<file path="config.mk">
export PLATFORM = sky130hd
export DESIGN_NAME = uart_core_flat
export DESIGN_NICKNAME = d
export VERILOG_FILES = /design/src/rtl/uart_pkg.sv /design/src/rtl/uart_if.sv /design/src/rtl/uart_rx_path.sv /design/src/rtl/uart_tx_path.sv /design/src/rtl/uart_core.sv /design/src/flat_wrapper.sv
export SDC_FILE = /design/constraint.sdc
export NUM_CORES = 1
export LEC_CHECK = 0
export ABC_AREA = 1
export BUFFER_PORTS_ARGS = -buffer_cell sky130_fd_sc_hd__buf_4
export CAP_MARGIN = 15
export CELL_PAD_IN_SITES_DETAIL_PLACEMENT = 2
export CELL_PAD_IN_SITES_GLOBAL_PLACEMENT = 2
export CORE_AREA = 2 2 92 85
export CTS_BUF_LIST = sky130_fd_sc_hd__clkbuf_8 sky130_fd_sc_hd__clkbuf_16
export DETAILED_ROUTE_END_ITERATION = 8
export DIE_AREA = 0 0 94 87
export HOLD_SLACK_MARGIN = 0.15
export PLACE_DENSITY_LB_ADDON = 0.1
export REMOVE_ABC_BUFFERS = 1
export SKIP_CTS_REPAIR_TIMING = 1
export SLEW_MARGIN = 20
export SYNTH_ARGS = -nofsm -noshare
export SYNTH_HDL_FRONTEND = slang
export SYNTH_HIERARCHICAL = 1
export SYNTH_SLANG_ARGS = --single-unit
</file>
<file path="constraint.sdc">
create_clock -name clk -period 2.1 [get_ports clk]
set_clock_uncertainty 0.1 [all_clocks]
set_input_delay 0.42 -clock clk [delete_from_list [all_inputs] [get_ports clk]]
set_output_delay 0.42 -clock clk [all_outputs]
set_load 0.05 [all_outputs]
</file>
<file path="src/rtl/uart_pkg.sv">
// uart_pkg
// Shared definitions for the 8N1 UART slice: default bit timing, frame
// constants, the common four-state FSM encoding used by both the transmit
// and receive paths, and a helper that sizes the bit timer.
package uart_pkg;

  // Default bit period in clocks (100 MHz clock -> 1.5625 Mbaud).
  localparam int CLKS_PER_BIT_DEFAULT = 64;

  // Frame shape: eight data bits, LSB first, one stop bit at the idle level.
  localparam int   DATA_BITS  = 8;
  localparam logic STOP_LEVEL = 1'b1;

  // Both directions walk the same sequence of frame phases.
  typedef enum logic [1:0] {
    IDLE  = 2'd0,
    START = 2'd1,
    DATA  = 2'd2,
    STOP  = 2'd3
  } uart_state_e;

  // Width of a counter that must hold 0..n-1, never narrower than one bit.
  function automatic int cntWidth(input int n);
    return (n > 1) ? $clog2(n) : 1;
  endfunction

endpackage

</file>
<file path="src/rtl/uart_if.sv">
// uart_if
// Bundles the host-facing UART signals so the core and its user connect
// through one port.
//   tx_trig  host -> core  one-cycle transmit strobe
//   tx_data  host -> core  byte to send, sampled with tx_trig
//   rx       pins -> core  asynchronous serial input, idle high
//   tx       core -> pins  registered serial output, idle high
//   tx_busy  core -> host  high while a frame is being sent
//   rx_data  core -> host  last correctly received byte
//   po_flag  core -> host  one-cycle pulse when rx_data updates
// Modport master is the host/pin side; modport slave is the UART core.
interface uart_if;
  logic       tx_trig;
  logic [7:0] tx_data;
  logic       rx;
  logic       tx;
  logic       tx_busy;
  logic [7:0] rx_data;
  logic       po_flag;

  modport master (
    output tx_trig, tx_data, rx,
    input  tx, tx_busy, rx_data, po_flag
  );

  modport slave (
    input  tx_trig, tx_data, rx,
    output tx, tx_busy, rx_data, po_flag
  );
endinterface

</file>
<file path="src/rtl/uart_rx_path.sv">
// uart_rx_path
// 8N1 receiver. The asynchronous line is passed through a two-flop
// synchroniser, a falling edge starts a frame, the start bit is confirmed
// at mid-bit and data/stop bits are sampled at their centres. A good stop
// bit updates rx_data_o and pulses po_flag_o for one cycle.
//   clk, rstn   clock and asynchronous active-low reset
//   rx_i        asynchronous serial input, idle high
//   rx_data_o   last correctly received byte
//   po_flag_o   one-cycle pulse when rx_data_o updates
module uart_rx_path
  import uart_pkg::*;
#(
  parameter int CLKS_PER_BIT = CLKS_PER_BIT_DEFAULT
) (
  input  logic       clk,
  input  logic       rstn,
  input  logic       rx_i,
  output logic [7:0] rx_data_o,
  output logic       po_flag_o
);

  localparam int            CW        = cntWidth(CLKS_PER_BIT);
  localparam logic [CW-1:0] BIT_LAST  = CW'(CLKS_PER_BIT - 1);
  localparam logic [CW-1:0] HALF_LAST = CW'(CLKS_PER_BIT / 2 - 1);
  localparam logic [2:0]    IDX_LAST  = 3'(DATA_BITS - 1);

  logic          sync1_q, sync2_q;
  logic          rxs;
  uart_state_e   state_q, state_d;
  logic [CW-1:0] cnt_q, cnt_d;
  logic [2:0]    bitIdx_q, bitIdx_d;
  logic [7:0]    shift_q, shift_d;
  logic [7:0]    rxData_q, rxData_d;
  logic          flag_q, flag_d;
  logic          bitDone;

  // Two-flop synchroniser. Both stages reset to the idle level so that
  // leaving reset never looks like a start bit.
  always_ff @(posedge clk or negedge rstn) begin
    if (!rstn) begin
      sync1_q <= 1'b1;
      sync2_q <= 1'b1;
    end else begin
      sync1_q <= rx_i;
      sync2_q <= sync1_q;
    end
  end

  assign rxs     = sync2_q;
  assign bitDone = (cnt_q == BIT_LAST);

  // State register, plus the registered outputs so po_flag is a clean pulse.
  always_ff @(posedge clk or negedge rstn) begin
    if (!rstn) begin
      state_q  <= IDLE;
      cnt_q    <= '0;
      bitIdx_q <= '0;
      shift_q  <= '0;
      rxData_q <= '0;
      flag_q   <= 1'b0;
    end else begin
      state_q  <= state_d;
      cnt_q    <= cnt_d;
      bitIdx_q <= bitIdx_d;
      shift_q  <= shift_d;
      rxData_q <= rxData_d;
      flag_q   <= flag_d;
    end
  end

  // Next-state logic. START waits half a bit to land in the middle of the
  // start bit; from there every full bit period is a mid-bit sample. Going
  // back to IDLE at mid-stop-bit leaves half a bit of slack for the next
  // frame's falling edge.
  always_comb begin
    state_d  = state_q;
    cnt_d    = cnt_q;
    bitIdx_d = bitIdx_q;
    shift_d  = shift_q;
    case (state_q)
      IDLE: begin
        cnt_d    = '0;
        bitIdx_d = '0;
        if (!rxs) begin
          state_d = START;
        end
      end
      START: begin
        if (cnt_q == HALF_LAST) begin
          cnt_d   = '0;
          state_d = rxs ? IDLE : DATA;
        end else begin
          cnt_d = cnt_q + 1'b1;
        end
      end
      DATA: begin
        if (bitDone) begin
          cnt_d   = '0;
          shift_d = {rxs, shift_q[7:1]};
          if (bitIdx_q == IDX_LAST) begin
            state_d = STOP;
          end else begin
            bitIdx_d = bitIdx_q + 1'b1;
          end
        end else begin
          cnt_d = cnt_q + 1'b1;
        end
      end
      STOP: begin
        if (bitDone) begin
          cnt_d   = '0;
          state_d = IDLE;
        end else begin
          cnt_d = cnt_q + 1'b1;
        end
      end
      default: begin
        state_d = IDLE;
        cnt_d   = '0;
      end
    endcase
  end

  // Output logic. Only a stop bit seen at the idle level publishes the
  // byte; a framing error leaves the previous byte in place.
  always_comb begin
    rxData_d = rxData_q;
    flag_d   = 1'b0;
    if (state_q == STOP && bitDone && rxs == STOP_LEVEL) begin
      rxData_d = shift_q;
      flag_d   = 1'b1;
    end
  end

  assign rx_data_o = rxData_q;
  assign po_flag_o = flag_q;

endmodule

</file>
<file path="src/rtl/uart_tx_path.sv">
// uart_tx_path
// 8N1 transmitter. A tx_trig_i strobe in IDLE latches tx_data_i and sends
// start bit, eight data bits LSB first and a stop bit, each CLKS_PER_BIT
// clocks long. Strobes arriving while a frame is in flight are ignored.
//   clk, rstn   clock and asynchronous active-low reset
//   tx_trig_i   start strobe
//   tx_data_i   byte to send
//   tx_o        registered serial output, idle high
//   tx_busy_o   high for the whole 10-bit frame
module uart_tx_path
  import uart_pkg::*;
#(
  parameter int CLKS_PER_BIT = CLKS_PER_BIT_DEFAULT
) (
  input  logic       clk,
  input  logic       rstn,
  input  logic       tx_trig_i,
  input  logic [7:0] tx_data_i,
  output logic       tx_o,
  output logic       tx_busy_o
);

  localparam int            CW       = cntWidth(CLKS_PER_BIT);
  localparam logic [CW-1:0] BIT_LAST = CW'(CLKS_PER_BIT - 1);
  localparam logic [2:0]    IDX_LAST = 3'(DATA_BITS - 1);

  uart_state_e   state_q, state_d;
  logic [CW-1:0] cnt_q, cnt_d;
  logic [2:0]    bitIdx_q, bitIdx_d;
  logic [7:0]    shift_q, shift_d;
  logic          tx_q, tx_d;
  logic          bitDone;

  assign bitDone = (cnt_q == BIT_LAST);

  // State register. The line level is registered alongside the state so
  // the pin never sees combinational glitches; reset parks it at idle high.
  always_ff @(posedge clk or negedge rstn) begin
    if (!rstn) begin
      state_q  <= IDLE;
      cnt_q    <= '0;
      bitIdx_q <= '0;
      shift_q  <= '0;
      tx_q     <= 1'b1;
    end else begin
      state_q  <= state_d;
      cnt_q    <= cnt_d;
      bitIdx_q <= bitIdx_d;
      shift_q  <= shift_d;
      tx_q     <= tx_d;
    end
  end

  // Next-state logic. The bit timer runs 0..CLKS_PER_BIT-1 in every
  // non-idle phase; only IDLE looks at the strobe, which is what makes
  // strobes during a frame harmless.
  always_comb begin
    state_d  = state_q;
    cnt_d    = cnt_q;
    bitIdx_d = bitIdx_q;
    shift_d  = shift_q;
    case (state_q)
      IDLE: begin
        cnt_d    = '0;
        bitIdx_d = '0;
        if (tx_trig_i) begin
          shift_d = tx_data_i;
          state_d = START;
        end
      end
      START: begin
        if (bitDone) begin
          cnt_d   = '0;
          state_d = DATA;
        end else begin
          cnt_d = cnt_q + 1'b1;
        end
      end
      DATA: begin
        if (bitDone) begin
          cnt_d = '0;
          if (bitIdx_q == IDX_LAST) begin
            state_d = STOP;
          end else begin
            bitIdx_d = bitIdx_q + 1'b1;
          end
        end else begin
          cnt_d = cnt_q + 1'b1;
        end
      end
      STOP: begin
        if (bitDone) begin
          cnt_d   = '0;
          state_d = IDLE;
        end else begin
          cnt_d = cnt_q + 1'b1;
        end
      end
      default: begin
        state_d = IDLE;
        cnt_d   = '0;
      end
    endcase
  end

  // Output logic. The line level is decoded from the upcoming state so the
  // registered pin lines up exactly with the registered state.
  always_comb begin
    tx_d = 1'b1;
    case (state_d)
      START:   tx_d = 1'b0;
      DATA:    tx_d = shift_d[bitIdx_d];
      STOP:    tx_d = STOP_LEVEL;
      default: tx_d = 1'b1;
    endcase
  end

  assign tx_o      = tx_q;
  assign tx_busy_o = (state_q != IDLE);

endmodule

</file>
<file path="src/rtl/uart_core.sv">
// uart_core
// Full-duplex 8N1 UART: an independent transmitter and receiver sharing
// one clock and reset. This level only wires the two paths to the bus.
//   clk   system clock, rising edge
//   rstn  asynchronous active-low reset
//   bus   uart_if slave modport (tx_trig/tx_data/rx in, tx/tx_busy/
//         rx_data/po_flag out)
module uart_core
  import uart_pkg::*;
#(
  parameter int CLKS_PER_BIT = CLKS_PER_BIT_DEFAULT
) (
  input logic   clk,
  input logic   rstn,
  uart_if.slave bus
);

  uart_tx_path #(
    .CLKS_PER_BIT(CLKS_PER_BIT)
  ) u_tx (
    .clk       (clk),
    .rstn      (rstn),
    .tx_trig_i (bus.tx_trig),
    .tx_data_i (bus.tx_data),
    .tx_o      (bus.tx),
    .tx_busy_o (bus.tx_busy)
  );

  uart_rx_path #(
    .CLKS_PER_BIT(CLKS_PER_BIT)
  ) u_rx (
    .clk       (clk),
    .rstn      (rstn),
    .rx_i      (bus.rx),
    .rx_data_o (bus.rx_data),
    .po_flag_o (bus.po_flag)
  );

endmodule

</file>
<file path="src/flat_wrapper.sv">
// flat-port wrapper written by rule: the top's interface ports become plain ports
module uart_core_flat import uart_pkg::*;
#(
  parameter int CLKS_PER_BIT = CLKS_PER_BIT_DEFAULT
)
  (clk, rstn, bus_tx_trig, bus_tx_data, bus_rx, bus_tx, bus_tx_busy, bus_rx_data, bus_po_flag);
  uart_if bus_i ();
  input logic clk;
  input logic rstn;
  input wire logic [$bits(bus_i.tx_trig)-1:0] bus_tx_trig;
  input wire logic [$bits(bus_i.tx_data)-1:0] bus_tx_data;
  input wire logic [$bits(bus_i.rx)-1:0] bus_rx;
  output wire logic [$bits(bus_i.tx)-1:0] bus_tx;
  output wire logic [$bits(bus_i.tx_busy)-1:0] bus_tx_busy;
  output wire logic [$bits(bus_i.rx_data)-1:0] bus_rx_data;
  output wire logic [$bits(bus_i.po_flag)-1:0] bus_po_flag;
  assign bus_i.tx_trig = bus_tx_trig;
  assign bus_i.tx_data = bus_tx_data;
  assign bus_i.rx = bus_rx;
  assign bus_tx = bus_i.tx;
  assign bus_tx_busy = bus_i.tx_busy;
  assign bus_rx_data = bus_i.rx_data;
  assign bus_po_flag = bus_i.po_flag;
  uart_core #(.CLKS_PER_BIT(CLKS_PER_BIT)) u_core (.clk(clk), .rstn(rstn), .bus(bus_i));
endmodule
</file>
==> results.toml <==
[pwr]
power.share.combinational_pct = 11.9
clock_power_share_pct = 36.0
power.switching_fraction_pct = 28.2
p_int_mw = 1.48
p_switching_mw = 0.580
seq_power_share_pct = 52.2
total_leakage_power_nw = 1.40
max-vdd-ir-drop_mv = 0.206
p_per_area_nw_per_um2 = 725

[layout]
syn2layout_area_growth_pct = 15.8
footprint_of_the_multi_input_gates_um2 = 997
layout.filler_cells = 854
antennaDiodeCount = 0
layout-drive-gt1-share_pct = 24.4
final_core_util_pct = 38.8
finalNetCount = 307
register_area_um2 = 1250

[setup_path]
worst_setup_endpoint = "u_core/u_tx/tx_o$_DFF_PN1_"
endpoint_kind_of_the_worst_setup_timing_path = "flop"
worst_r2r_endpoint = "u_core/u_tx/tx_o$_DFF_PN1_"
worst-setup-path-type = "flop to flop"
path_max_fanout = 7
worstPathArrival_ns = 1.98
r2r_setup_slack_ns = 0.27
worst-r2r-cell-count = 12
worstReg2RegStart = "u_core/u_tx/cnt_q[0]$_DFF_PN0_"
worstPathRequired_ns = 2.25
startpoint = "u_core/u_tx/cnt_q[0]$_DFF_PN0_"
crit_path_start_kind = "flop"

[detailed_routing]
totalWireLength_mm = 5.16
drt-pass1-iter-count = 3
route.detailed.wl_per_inst_um = 13.3
antenna_left = 0
vias = 1794
drc = 0
vias_per_cell = 4.64
drt_iter0_markers = 50

[synthesis]
postSynthAreaPerCell_um2 = 9.33
ys_seq_area_share_pct = 51.1
synth_top_area_share_pct = 47.9
synth_top_flop_cell = "sky130_fd_sc_hd__dfrtp_1"
synth_top_cell_by_area = "sky130_fd_sc_hd__dfrtp_1"
yosys_register_bits = 50
synth-edff-count = 0
synth.yosys.warnings = 6
ys_top_cells_by_area = "sky130_fd_sc_hd__dfrtp_1 48%, sky130_fd_sc_hd__nand2_1 8.4%, sky130_fd_sc_hd__inv_1 6.0%, sky130_fd_sc_hd__o21ai_2 5.4%, sky130_fd_sc_hd__nand3_1 3.9%"
netlist_area_um2 = 2450
asyncSetResetFlopFracSynth_pct = 100
ys_top_cells_by_count = "55 x sky130_fd_sc_hd__nand2_1, 47 x sky130_fd_sc_hd__dfrtp_1, 39 x sky130_fd_sc_hd__inv_1, 19 x sky130_fd_sc_hd__nand3_1, 16 x sky130_fd_sc_hd__nor2_1"
synth.lib_cells_used.distinct = 32
postSynthCellCount = 263
yosys.cell_count.top_type = "sky130_fd_sc_hd__nand2_1"

[floorplan]
boundaryPins = 23
floorplan.initialDensity_pct = 33.5
chipHeight_um = 87
fp.dieArea_um2 = 8180
die_width_um = 94
core_area_um2 = 7320
num_rows = 30

[timing]
post-route-min-period_ns = 1.83
timing.final.max_slew_violations = 0
max-slew-margin-rel_pct = 57.0
period_share_pct = 87.2
maximum_clock_frequency_mhz = 546
worst-slew-pin-transition_ns = 0.646
report.final.hold_viol_count = 0
tns_ns = 0
rsz0062_at_grt = "false"
setup_viol = 0

[global_route]
grt_max_degree = 51
grt_pass1_vias = 1928
overflow = 0
globalRouteTotalUtil_pct = 14.3
grt_first_pass_wirelength_mm = 9.11
number_of_antenna_violations_at_the_first_check_in_global_routing = 0

[clock_tree]
clk_latency_ns = 0.31
cts_max_level = 2
cts.clk_slew.worst_paths_ns = 0.10
tritoncts = "built"
clock_tree.root_cell = "sky130_fd_sc_hd__clkbuf_8"
cts_inserted_buffers = 5
clockBufferDepth = 2
clkSinkCount = 50

[outcome]
status = "completed"

[placed_design]
routabilityCongestion = 0.764
number_of_port_buffers = 22
detailed_place_hpwl_mm = 3.80

[job]
timing.max_cap.violations = 0

[min_path]
min-delay-path-class = "primary input to flop"
-- final cells by class --
cell class | instances | share of cell area, %
clock buffers | 6 | 2.91
clock inverters | 2 | 1.37
inverters | 43 | 5.72
multi-input cells | 166 | 35.1
flip-flops and latches | 50 | 44.2
well taps | 96 | 4.23
repair buffers | 24 | 6.52
-- how the worst min path moves through the flow --
stage,from,end,slack [ns],cells past startpoint
floorplan,rstn,asynchronous set/reset pin,0.02,0
global placement,u_core/u_rx/sync1_q$_DFF_PN1_,u_core/u_rx/rxs$_DFF_PN1_,0.25,0
detailed placement,u_core/u_rx/sync1_q$_DFF_PN1_,u_core/u_rx/rxs$_DFF_PN1_,0.25,0
CTS,rstn,u_core/u_rx/po_flag_o$_DFF_PN0_,0.05,1
global route,bus_tx_data[1],u_core/u_tx/shift_q[1]$_DFF_PN0_,0.26,3
finish,bus_tx_data[1],u_core/u_tx/shift_q[1]$_DFF_PN0_,0.25,3
-- cell usage in the layout, fill, tap and decap left out, types with 2 or more instances in the layout --
| cell type | synthesis | final |
|---|---|---|
| sky130_fd_sc_hd__nand4_1 | 3 | 3 |
| sky130_fd_sc_hd__dlygate4sd3_1 | 0 | 2 |
| sky130_fd_sc_hd__nand2_1 | 55 | 55 |
| sky130_fd_sc_hd__o21ai_1 | 7 | 7 |
| sky130_fd_sc_hd__nand2_2 | 5 | 5 |
| sky130_fd_sc_hd__inv_2 | 3 | 3 |
| sky130_fd_sc_hd__or2_0 | 4 | 4 |
| sky130_fd_sc_hd__xor2_1 | 3 | 3 |
| sky130_fd_sc_hd__nor2_1 | 16 | 16 |
| sky130_fd_sc_hd__a21oi_1 | 5 | 5 |
| sky130_fd_sc_hd__nor2_4 | 2 | 2 |
| sky130_fd_sc_hd__clkbuf_8 | 0 | 6 |
| sky130_fd_sc_hd__ha_1 | 5 | 5 |
| sky130_fd_sc_hd__nand2_4 | 3 | 3 |
| sky130_fd_sc_hd__nand3_1 | 19 | 19 |
| sky130_fd_sc_hd__o21bai_1 | 2 | 2 |
| sky130_fd_sc_hd__dfstp_2 | 3 | 3 |
| sky130_fd_sc_hd__o21ai_2 | 15 | 15 |
| sky130_fd_sc_hd__nor3_1 | 2 | 2 |
| sky130_fd_sc_hd__inv_1 | 39 | 39 |
| sky130_fd_sc_hd__dfrtp_1 | 47 | 47 |
| sky130_fd_sc_hd__o21ai_0 | 9 | 9 |
| sky130_fd_sc_hd__nand3_4 | 3 | 3 |
| sky130_fd_sc_hd__buf_4 | 0 | 22 |
-- registers in the layout, summed over array words and instances, names as in the netlist, 2 cells and up, named ones only --
register	cells
u_core/u_tx/shift_q	8
u_core/u_rx/rx_data_o	8
u_core/u_tx/bitIdx_q	3
u_core/u_rx/bitIdx_q	3
u_core/u_rx/cnt_q	6
u_core/u_tx/state_q	2
u_core/u_tx/cnt_q	6
u_core/u_rx/shift_q	8
-- through the flow --
stage | hold WS, ns | instance area, um2 | power (mW) | instances | worst slack (ns)
floorplan | 0.0244 | 2410 | 1.24 | 259 | 0.511
global placement | 0.246 | 2700 | 1.34 | 377 | 0.267
detailed placement | 0.254 | 2700 | 1.35 | 377 | 0.261
CTS | 0.0515 | 2820 | 2.10 | 385 | 0.227
global route | 0.263 | 2840 | 2.18 | 387 | 0.00906
finish | 0.249 | 2840 | 2.06 | 387 | 0.269
-- power groups by stage --
stage	Combinational (mW)	Clock, mW	Sequential (mW)
floorplan	0.165	0	1.08
detailed placement	0.252	0	1.10
global route	0.293	0.804	1.09
global placement	0.246	0	1.10
finish	0.244	0.741	1.07
CTS	0.252	0.774	1.08
-- metal layers --
metal | GRT usage (%) | wire (um) | vias to the layer above | part of all wire, %
met5 | 0 | 0 | - | 0
met4 | 5.53 | 84 | 0 | 1.6
met2 | 23.6 | 2490 | 22 | 48
met3 | 2.86 | 147 | 6 | 2.8
met1 | 18.6 | 2440 | 877 | 47
li1 | - | - | 889 | -
-- worst max-delay path, stage by stage, from the launching register on --
cell and delay [ns]:
sky130_fd_sc_hd__dfrtp_1 0.39, sky130_fd_sc_hd__ha_1 0.21, sky130_fd_sc_hd__nand3_2 0.14, sky130_fd_sc_hd__nor2_4 0.22, sky130_fd_sc_hd__nand4_1 0.17, sky130_fd_sc_hd__nand2_4 0.14
sky130_fd_sc_hd__clkinv_2 0.06, sky130_fd_sc_hd__nand3_1 0.08, sky130_fd_sc_hd__nand2_1 0.06, sky130_fd_sc_hd__nand2_1 0.05, sky130_fd_sc_hd__nand2_1 0.05, sky130_fd_sc_hd__nand2_1 0.05
sky130_fd_sc_hd__nand2_1 0.05
-- kinds of logic after synthesis --
kind of cell	after synthesis	synth area share [%]
and+or+nand+nor	117	25.3
DFF	50	51.1
buffers and inverters	47	8.21
AOI/OAI and AO/OA	41	11.7
adders and majority gates	5	2.55
xor gates and xnor gates	3	1.07
Power figures use the tool's default switching activity.
